### src/rtl/countdown_stopwatch_core.sv
// countdown_stopwatch_core: MM:SS BCD timer / stopwatch driven by a 1 Hz tick.
// Counts down to 00:00 or up to MAX_MIN:59, then holds in DONE.
module countdown_stopwatch_core #(
  parameter int MAX_MIN  = 59,
  parameter int SEC_WRAP = 59
) (
  input  logic       i_clk,
  input  logic       i_rst_n,
  input  logic       i_tick,
  input  logic       i_mode,
  input  logic       i_start_stop,
  input  logic       i_clear,
  input  logic       i_load,
  input  logic [7:0] i_preset_min,
  input  logic [7:0] i_preset_sec,
  output logic [7:0] o_min,
  output logic [7:0] o_sec,
  output logic       o_running,
  output logic       o_expired,
  output logic       o_expire_pulse,
  output logic       o_load_err
);

  localparam logic [1:0] S_IDLE  = 2'd0;
  localparam logic [1:0] S_RUN   = 2'd1;
  localparam logic [1:0] S_PAUSE = 2'd2;
  localparam logic [1:0] S_DONE  = 2'd3;

  localparam logic [7:0] MAX_BCD  =
    {4'(MAX_MIN / 10), 4'(MAX_MIN % 10)};
  localparam logic [7:0] WRAP_BCD =
    {4'(SEC_WRAP / 10), 4'(SEC_WRAP % 10)};

  logic [1:0] state;
  logic       mode_q;
  logic [7:0] pre_min;
  logic [7:0] pre_sec;
  logic [7:0] min_q;
  logic [7:0] sec_q;
  logic       pulse_q;
  logic       err_q;

  logic       mode_eff;
  logic       is_zero;
  logic       load_ok;
  logic [7:0] dec_min;
  logic [7:0] dec_sec;
  logic       dec_zero;
  logic [7:0] inc_min;
  logic [7:0] inc_sec;
  logic       inc_sat;

  // Mode is only live in IDLE; elsewhere the value latched at start rules.
  assign mode_eff = (state == S_IDLE) ? i_mode : mode_q;
  assign is_zero  = (min_q == 8'h00) && (sec_q == 8'h00);

  assign load_ok = (i_preset_min[7:4] <= 4'd9) &&
                   (i_preset_min[3:0] <= 4'd9) &&
                   (i_preset_sec[7:4] <= 4'd5) &&
                   (i_preset_sec[3:0] <= 4'd9) &&
                   (i_preset_min <= MAX_BCD);

  always_comb begin
    dec_min = min_q;
    dec_sec = sec_q;
    if (sec_q == 8'h00) begin
      dec_sec = WRAP_BCD;
      if (min_q[3:0] == 4'd0)
        dec_min = {min_q[7:4] - 4'd1, 4'd9};
      else
        dec_min = {min_q[7:4], min_q[3:0] - 4'd1};
    end else if (sec_q[3:0] == 4'd0) begin
      dec_sec = {sec_q[7:4] - 4'd1, 4'd9};
    end else begin
      dec_sec = {sec_q[7:4], sec_q[3:0] - 4'd1};
    end
    dec_zero = (dec_min == 8'h00) && (dec_sec == 8'h00);
  end

  always_comb begin
    inc_min = min_q;
    inc_sec = sec_q;
    if (sec_q == WRAP_BCD) begin
      inc_sec = 8'h00;
      if (min_q[3:0] == 4'd9)
        inc_min = {min_q[7:4] + 4'd1, 4'd0};
      else
        inc_min = {min_q[7:4], min_q[3:0] + 4'd1};
    end else if (sec_q[3:0] == 4'd9) begin
      inc_sec = {sec_q[7:4] + 4'd1, 4'd0};
    end else begin
      inc_sec = {sec_q[7:4], sec_q[3:0] + 4'd1};
    end
    inc_sat = (min_q >= MAX_BCD) && (sec_q == WRAP_BCD);
  end

  always_ff @(posedge i_clk) begin
    pulse_q <= 1'b0;
    err_q   <= 1'b0;
    if (!i_rst_n) begin
      state   <= S_IDLE;
      mode_q  <= 1'b0;
      pre_min <= 8'h00;
      pre_sec <= 8'h00;
      min_q   <= 8'h00;
      sec_q   <= 8'h00;
    end else if (i_clear) begin
      state <= S_IDLE;
      if (mode_eff) begin
        min_q <= 8'h00;
        sec_q <= 8'h00;
      end else begin
        min_q <= pre_min;
        sec_q <= pre_sec;
      end
    end else if (i_load && state != S_RUN) begin
      if (load_ok) begin
        pre_min <= i_preset_min;
        pre_sec <= i_preset_sec;
        min_q   <= i_preset_min;
        sec_q   <= i_preset_sec;
        state   <= S_IDLE;
      end else begin
        err_q <= 1'b1;
      end
    end else if (i_start_stop) begin
      unique case (state)
        S_IDLE: begin
          if (i_mode || !is_zero) begin
            state  <= S_RUN;
            mode_q <= i_mode;
          end
        end
        S_RUN:   state <= S_PAUSE;
        S_PAUSE: state <= S_RUN;
        default: state <= state;
      endcase
    end else if (i_tick && state == S_RUN) begin
      if (mode_q) begin
        if (inc_sat) begin
          state   <= S_DONE;
          pulse_q <= 1'b1;
        end else begin
          min_q <= inc_min;
          sec_q <= inc_sec;
        end
      end else begin
        min_q <= dec_min;
        sec_q <= dec_sec;
        if (dec_zero) begin
          state   <= S_DONE;
          pulse_q <= 1'b1;
        end
      end
    end
  end

  assign o_min          = min_q;
  assign o_sec          = sec_q;
  assign o_running      = (state == S_RUN);
  assign o_expired      = (state == S_DONE);
  assign o_expire_pulse = pulse_q;
  assign o_load_err     = err_q;

endmodule

### config.mk
export PLATFORM = sky130hd
export DESIGN_NAME = countdown_stopwatch_core
export DESIGN_NICKNAME = d
export VERILOG_FILES = /design/src/rtl/countdown_stopwatch_core.sv
export SDC_FILE = /design/constraint.sdc
export NUM_CORES = 1
export LEC_CHECK = 0
export CORE_MARGIN = 1.5
export CORE_UTILIZATION = 24
export CTS_BUF_LIST = sky130_fd_sc_hd__clkbuf_16
export DETAILED_ROUTE_END_ITERATION = 16
export PLACE_DENSITY = 0.4
export SLEW_MARGIN = 25
export SYNTH_ARGS = -nofsm -noshare
export SYNTH_HDL_FRONTEND = slang
export SYNTH_SLANG_ARGS = --single-unit
### constraint.sdc
create_clock -name i_clk -period 3.9 [get_ports i_clk]
set_clock_uncertainty 0.05 [all_clocks]
set_input_delay 0.585 -clock i_clk [delete_from_list [all_inputs] [get_ports i_clk]]
set_output_delay 0.585 -clock i_clk [all_outputs]
set_load 0.1 [all_outputs]
==> Yosys cells after proc, flatten, opt, wreduce, memory -nomap -nowiden <==
Cells that the tools add are included.
{ "op_classes": {"bitwise_logic": 4, "eq_ne": 17, "muxes": 38, "reduce_logical": 31, "n_lt_le_gt_ge": 6, "addsub": 8} }
{ "ops": {"columns": ["op", "n"], "rows": [
  ["$mux 8", 24],
  ["$logic_not 8->1", 4],
  ["$add 4x1->4 const B", 4],
  ["$mux 2", 8],
  ["$ne 4x2->1 const B", 4],
  ["$sub 4x1->4 const B", 4],
  ["$reduce_and 5->1", 3],
  ["$le 4x4->1 const B", 3],
  ["$reduce_and 6->1", 2],
  ["$logic_and 1x1->1", 9],
  ["$eq 4x4->1 const B", 2],
  ["$eq 8x7->1 const B", 1],
  ["$ge 8x7->1 const B", 1],
  ["$le 8x7->1 const B", 1],
  ["$logic_not 4->1", 2],
  ["$pmux 2 s3", 1],
  ["$reduce_bool 3->1", 2],
  ["$mux 1", 5],
  ["$ne 5x1->1 const B", 1],
  ["$ne 5x2->1 const B", 1],
  ["$reduce_or 5->1", 1],
  ["$eq 2x2->1 const B", 2],
  ["$le 4x3->1 const B", 1],
  ["$ne 4x3->1 const B", 1],
  ["other kinds (14)", 17]
]} }
{ "word_totals": {"regBits": 37, "elab_cells": 114} }

==> Longest topological paths before layout <==
Gate-level depths: netlist of run 1.
{ "logic_depth": {"ltp_word": 10, "ltp_mapped": 9, "depth_no_buf": 8} }

==> Least setup slack after synthesis of run 1 <==
No wires, ideal clock.
{ "synth_timing": {"kind": "reg2reg", "start": "reg sec_q[0], in the netlist o_sec[0]", "end": "reg state[1]", "setup_ns": 0.116, "path_slack_ns": 1.020, "synth_period_minus_slack_ns": 2.880, "arrival_time_ns": 2.714, "path_stages_with_launch": 8, "path_cell_list": "dfxtp_1 -> ha_1 -> and3b_1 -> nand3_2 -> or3_1 -> and4_4 -> or3_1 -> o211a_1"} }
{ "synth_via": {"elab_chain_len": 7, "word_cells_on_any_way": 18, "classes_between": "add/sub (1); eq/ne (3); mux (3); reduce/logical (11)"} }
{ "synth_rtl": {"columns": ["element", "line", "source"], "rows": [
  ["start: declaration", "39", "logic [7:0] sec_q;"],
  ["start signal: assignment", "114", "sec_q <= pre_sec;"],
  ["start signal: assignment", "121", "sec_q <= i_preset_sec;"],
  ["start signal: assignment", "145", "sec_q <= inc_sec;"],
  ["$sub 4x1->4 or $logic_not 4->1 (tied branches)", "75, 72", null],
  ["$mux 8", "72", "end else if (sec_q[3:0] == 4'd0) begin"],
  ["$mux 8", "66", "if (sec_q == 8'h00) begin"],
  ["$logic_not 8->1", "77", "dec_zero = (dec_min == 8'h00) && (dec_sec == 8'h00);"],
  ["$logic_and 1x1->1", "77", null],
  ["$reduce_bool 4->1 (no line)", null, null],
  ["$reduce_and 6->1 (no line) *", null, null],
  ["end signal: assignment", "136", "default: state <= state;"],
  ["end: declaration", "34", "logic [1:0] state;"]
]} }
Every way passes the cells marked *; elsewhere a longest branch is shown, timed or not.
A chain may end at the register's enable or synchronous reset.

==> Worst setup path in the final report of run 1 <==
{ "layout_timing": {"start": "reg min_q[3], in the netlist o_min[3]", "end": "out o_min[3]"} }
{ "layout_lines": {"columns": ["element", "line", "source"], "rows": [
  ["start: declaration", "38", "logic [7:0] min_q;"],
  ["start signal: assignment", "113", "min_q <= pre_min;"],
  ["start signal: assignment", "120", "min_q <= i_preset_min;"],
  ["start signal: assignment", "144", "min_q <= inc_min;"],
  ["end: declaration", "16", "output logic [7:0] o_min,"]
]} }
No word-level cell between the ends.

==> summary.md, run 1 <==
| Metric | Value |
|---|---|
| Most common cell in the synthesized netlist | `nor2_1` |
| Critical Path AT | `2220 ps` |
| Initial antenna violation count | `0` |
| Number of H-tree levels | `2` |
| Die Wd | `114 um` |
| Yosys cell types | `67` |
| Routed len/inst | `17.5 um` |
| # resized after CTS | `0` |
| Number of flops mapped to enable cells by yosys | `0` |
| Delay-heaviest family, CP | `buffers and inverters` |
| Commonest cells in the synthesized netlist | `nor2_1, dfxtp_1, nand2_1` |
| Post-synthesis sequential area ratio | `0.252` |
| Worst ir drop on vdd | `153 uV` |
| Startpoint Class | `register` |
| DR vias/cell | `5.19` |
| Clock Pin Slew Worst Setup and Hold Paths | `60 ps` |
| HP Start | `pre_min[5]$_SDFFE_PN0P_` |
| Min Clock Period, post-route | `2860 ps` |
| Mapped Cells | `375` |
| Setup TNS | `0 ps` |
| Final wirelength | `9.66 mm` |
| DRC | `0` |
| Initial core utilization | `0.245` |
| Achievable clock frequency | `350 MHz` |
| Finish-stage setup viols | `0` |
| Final Hold Fails | `0` |
| I/O Pins | `43` |
| Area of the core | `12000 um2` |
| Static Leak | `1.31 nW` |
| First-pass detailed-route iteration total | `5` |
| Slew @ Worst Pin | `978 ps` |
| Port buffer count | `42` |
| Status | `finished, final reports clean` |
| Synthesized cell area | `2930 um2` |
| Crit path buffers/inverters | `1` |
| Worst R2R Setup Slack | `1150 ps` |
| # rows | `40` |
| Number of setup buffers added after CTS | `0` |
| Hold slack | `407 ps` |
| Kind of critical path | `reg -> out` |
| Slew margin rel. | `0.346` |
| Largest net degree at the start of global routing | `31` |
| Post-DRT Antenna Nets | `0` |
| Period utilization | `0.733` |
| Vias in the first global route | `2719` |
| Slowest-stage cell, CP | `clkdlybuf4s50_1` |
| CTS tree | `yes` |
| TritonCTS Buffers | `5` |
| Hold_buf cts | `0` |
| Worst endpoint required time | `3260 ps` |
| Share of the synthesized area in the top cell type | `0.252` |
| Top area cells in the synthesized netlist | `dfxtp_1, mux2i_1, nor2_1` |
| Routability cong. | `0.791` |
| Unrepaired setup endpoints after global routing | `no` |
| Critical Path Source | `o_min[3]$_SDFFE_PN0P_` |
| Total number of vias | `2865` |
| Die area | `12900 um2` |
| Clock buffer depth | `2` |
| Post-DP HPWL | `7.19 mm` |
| Max cap viols | `0` |
| GRT Util Overall | `0.152` |
| Crit-path max FO | `12` |
| RR Startpoint | `o_sec[4]$_SDFFE_PN0P_` |
| DRT iter0 DRCs | `132` |
| Synthesis Warnings | `0` |
| Die Y | `114 um` |
| Area growth, synth to finish | `22.4%` |
| CTS root buf | `clkbuf_16` |
| Worst-skew pair later-pin latency | `280 ps` |
| CP Cell Sequence | `clkdlybuf4s50_1` |
| PwrDens | `337 nW/um2` |
| Worst Hold Class | `reg -> reg` |
| Syn nets | `409` |
| Max stage delay on crit path | `1240 ps` |
| Final-report max-slew violation count | `0` |
| Syn Area/Cell | `7.82 um2` |
| Share of layout cells above drive strength 1 | `0.0889` |
| Nets | `438` |
| Ant diodes | `0` |
| Synthesis-stage register bit count | `37` |
| Total gr overflow | `0` |
| Ys async rst share | `0` |
| CTS Sinks | `37` |
| Crit path capture type | `output port` |
| # fillers | `1268` |
| Global-route wire length before repair | `15.3 mm` |
| Primary FF master, synth | `dfxtp_1` |
| Post-synth top area cell | `dfxtp_1` |
==> worst paths after layout <==
| kind | depth (start not counted) | endpoint |
|---|---|---|
| setup / recovery | 1 | o_min[3] |
| hold / removal | 2 | o_min[5]$_SDFFE_PN0P_ |
| setup reg to reg | 8 | state[1]$_SDFFE_PP0P_ |
| hold reg to reg | 2 | o_min[5]$_SDFFE_PN0P_ |
==> where the power goes <==
group | switching (mW) | total [mW] | leakage (nW) | internal, mW
Sequential | 0.0386 | 0.430 | 0.301 | 0.392
Combinational | 0.241 | 0.376 | 0.942 | 0.135
Clock | 0.168 | 0.403 | 0.0696 | 0.235
==> stage by stage <==
step           cell area, um2  utilization  setup slack, ps  std cells  power (mW)
2_1_floorplan            2930            -             1020        375       0.701
4_1_cts                  3590        0.300             1010        552        1.23
5_1_grt                  3590        0.300              968        552        1.27
3_3_place_gp             3450        0.288              834        544       0.817
6_report                 3590        0.300             1040        552        1.21
3_5_place_dp             3450        0.288              822        544       0.815
==> registers in the layout, indices dropped and copies added (netlist names) <==
register	count
pre_min	8
o_sec	8
o_min	8
mode_q	1
pre_sec	8
o_load_err	1
o_expire_pulse	1
state	2
==> layout make-up <==
cell class	count	area (um2)	share of cell area
Sequential cell	37	741	0.206
Clock inverter	3	17.5	0.00488
Timing Repair Buffer	51	485	0.135
Multi-Input combinational cell	294	1980	0.552
Clock buffer	5	125	0.0348
Inverter	15	56.3	0.0157
Tap cell	147	184	0.0512
==> cells in the final DEF (no fill, tap or decap), drive strengths merged, types with 5 or more instances in the layout <==
cell type / n
a211oi: 6
a21oi: 15
and2: 5
buf: 10
clkbuf: 5
clkdlybuf4s50: 41
dfxtp: 37
ha: 11
inv: 15
mux2i: 22
nand2: 36
nand3: 18
nand4: 5
nor2: 46
nor2b: 8
nor3: 9
o211a: 5
o211ai: 6
o21ai: 21
xor2: 5
==> metal layers <==
layer  GRT usage  part of all wire
met1       0.217              0.50
met2       0.239              0.44
met3      0.0234             0.049
met4      0.0383             0.015
met5           0                 0
==> kinds of logic after synthesis <==
group | count (synthesis) | synth area share
AND/OR/NAND/NOR | 155 | 0.281
XOR/XNOR | 9 | 0.0269
buffers and inverters | 44 | 0.0716
flip-flops | 37 | 0.252
multiplexers | 23 | 0.0827
adder cells (fa/ha/maj) | 11 | 0.0469
AO/OA/AOI/OAI | 96 | 0.238
No activity file was read; power rests on OpenSTA's default activity.
==> run 2: changes to the inputs <==
- PLACE_DENSITY: 0.4 -> 0.41
- clock period: 3.9 -> 2.6 ns (I/O delays scaled with it)
==> summary.md, run 2 (same netlist as run 1, synthesis figures left out) <==
| Metric | Value |
|---|---|
| Final instance area | `3810 um2 (+6.1%)` |
| Max cap viols | `0 (unchanged)` |
| # fillers | `1264 (-0.32%)` |
| DR vias/cell | `5.17 (-0.31%)` |
| Critical Path AT | `2530 ps (+310 ps)` |
| Clock buffer depth | `2 (unchanged)` |
| Number of H-tree levels | `2 (unchanged)` |
| Vias in the first global route | `2904 (+6.8%)` |
| Finished Layout Cells | `585 (+6.0%)` |
| Ant diodes | `0 (unchanged)` |
| Worst endpoint required time | `2720 ps (-540 ps)` |
| Largest net degree at the start of global routing | `30 (-3.2%)` |
| Port buffer count | `42 (unchanged)` |
| Initial antenna violation count | `0 (unchanged)` |
| Crit-path max FO | `10 (-2)` |
| Finish-stage setup viols | `0 (unchanged)` |
| I/O Pins | `43 (unchanged)` |
| Final-report max-slew violation count | `0 (unchanged)` |
| Global-route wire length before repair | `16.0 mm (+4.9%)` |
| First-pass detailed-route iteration total | `5 (unchanged)` |
| Total gr overflow | `0 (unchanged)` |
| Slew @ Worst Pin | `519 ps (-459 ps)` |
| Die Y | `114 um (unchanged)` |
| Static Leak | `1.52 nW (+16%)` |
| CTS root buf | `clkbuf_16` |
| CTS tree | `yes` |
| Worst hold path cell count | `2 (unchanged)` |
| Die area | `12900 um2 (unchanged)` |
| Total number of vias | `3027 (+5.7%)` |
| Final wirelength | `10.1 mm (+4.7%)` |
| Slew margin rel. | `0.645 (+0.299)` |
| DRC | `0 (unchanged)` |
| Achievable clock frequency | `415 MHz` |
| Nets | `471 (+7.5%)` |
| Area growth, synth to finish | `29.9%` |
| Hold_buf cts | `0 (unchanged)` |
| # rows | `40 (unchanged)` |
| Hold slack | `400 ps (-6.89 ps)` |
| Final cell utilization of the core | `0.319 (+0.0184)` |
| Status | `finished, final reports clean` |
| Die Wd | `114 um (unchanged)` |
| Startpoint Class | `register` |
| DP Area | `3670 um2 (+6.5%)` |
| Worst-skew pair later-pin latency | `280 ps (about the same)` |
| Final worst slack | `190 ps (-852 ps)` |
| Most common cell after layout, fill and taps aside | `buf_4` |
| Power Total | `1.85 mW (+53%)` |
| GRT Util Overall | `0.160 (+0.00779)` |
| Post-DP HPWL | `7.68 mm (+6.7%)` |
| Post-DRT Antenna Nets | `0 (unchanged)` |
| Most frequent cells in the layout | `buf_4, nor2_1, nand2_1` |
| Routability cong. | `0.817 (+3.3%)` |
| Crit path capture type | `register` |
| Final Hold Fails | `0 (unchanged)` |
| Routed len/inst | `17.3 um (-1.2%)` |
| # resized after CTS | `0 (unchanged)` |
| Clock Pin Slew Worst Setup and Hold Paths | `60 ps (about the same)` |
| Max stage delay on crit path | `520 ps (-720 ps)` |
| TritonCTS Buffers | `5 (unchanged)` |
| Initial core utilization | `0.245 (unchanged)` |
| Pre-CTS setup slack | `44.4 ps (-778 ps)` |
| Setup TNS | `0 ps (unchanged)` |
| Area of the core | `12000 um2 (unchanged)` |
| Number of setup buffers added after CTS | `0 (unchanged)` |
| Placed cells | `577 (+6.1%)` |
| Period utilization | `0.927` |
| Kind of critical path | `reg -> reg` |
| Path depth of the worst reg2reg path | `8 (unchanged)` |
| CTS Sinks | `37 (unchanged)` |
| Min Clock Period, post-route | `2410 ps` |
| CP Cell Sequence | `inv_1, ha_1, nor3b_4, nand3_1, o211ai_1, and4_4, o21ai_2, o211a_1` |
| Share of layout cells above drive strength 1 | `0.219 (+0.130)` |
| Unrepaired setup endpoints after global routing | `no` |
| DRT iter0 DRCs | `152 (+15%)` |
| Slowest-stage cell, CP | `nor3b_4` |
| PwrDens | `486 nW/um2 (+44%)` |
| Worst Hold Class | `reg -> reg` |
| Worst ir drop on vdd | `248 uV (+61%)` |
==> run 2: cell count changes in the layout (fill, tap and decap cells not counted) <==
| cell | change |
|---|---|
| dfxtp_1 | -9 |
| buf_12 | +1 |
| inv_1 | +1 |
| dfxtp_2 | +9 |
| clkdlybuf4s50_1 | -19 |
| buf_4 | +51 |
| clkinvlp_4 | -1 |
==> run 2: layout make-up <==
| cell class | instances | area, um2 | area share |
|---|---|---|---|
| Multi-Input combinational cell | 294 | 1980 | 0.520 |
| Inverter | 15 | 56.3 | 0.0148 |
| Clock buffer | 5 | 125 | 0.0328 |
| Timing Repair Buffer | 84 | 698 | 0.183 |
| Sequential cell | 37 | 752 | 0.197 |
| Clock inverter | 3 | 13.8 | 0.00361 |
| Tap cell | 147 | 184 | 0.0482 |
==> run 2: worst max-delay path: cells and delay by family (launching register included) <==
kind	cells	cell delay (ps)
AO/OA/AOI/OAI	3	550
adder cells (fa/ha/maj)	1	220
buffers and inverters	1	110
flip-flops	1	350
AND/OR/NAND/NOR	3	1020
==> run 2: metal layers <==
metal	GRT usage	vias to the layer above	share of wire	routed length [um]
met1	0.214	1429	0.47	4790
met2	0.267	90	0.46	4690
li1	-	1492	-	-
met4	0.0433	0	0.020	205
met3	0.0244	16	0.042	426
met5	0	-	0	0
==> run 2: final timing paths <==
path	startpoint	to	slack [ps]
worst max-delay path	o_sec[5]$_SDFFE_PN0P_	state[1]$_SDFFE_PP0P_	190
worst min-delay path	pre_min[5]$_SDFFE_PN0P_	o_min[5]$_SDFFE_PN0P_	400
worst max register to register	o_sec[5]$_SDFFE_PN0P_	state[1]$_SDFFE_PP0P_	190
worst min register to register	pre_min[5]$_SDFFE_PN0P_	o_min[5]$_SDFFE_PN0P_	400
==> run 2: report_power, final <==
group	internal, mW	total (mW)	switching, mW
Clock	0.348	0.590	0.241
Sequential	0.589	0.634	0.0442
Combinational	0.246	0.630	0.384
Total	1.18	1.85	0.670
==> run 3: changes to the inputs <==
- ABC_AREA: not set -> 0
==> results of run 3 <==
Same layout as run 2: the final DEF is identical, and so are final timing and power.
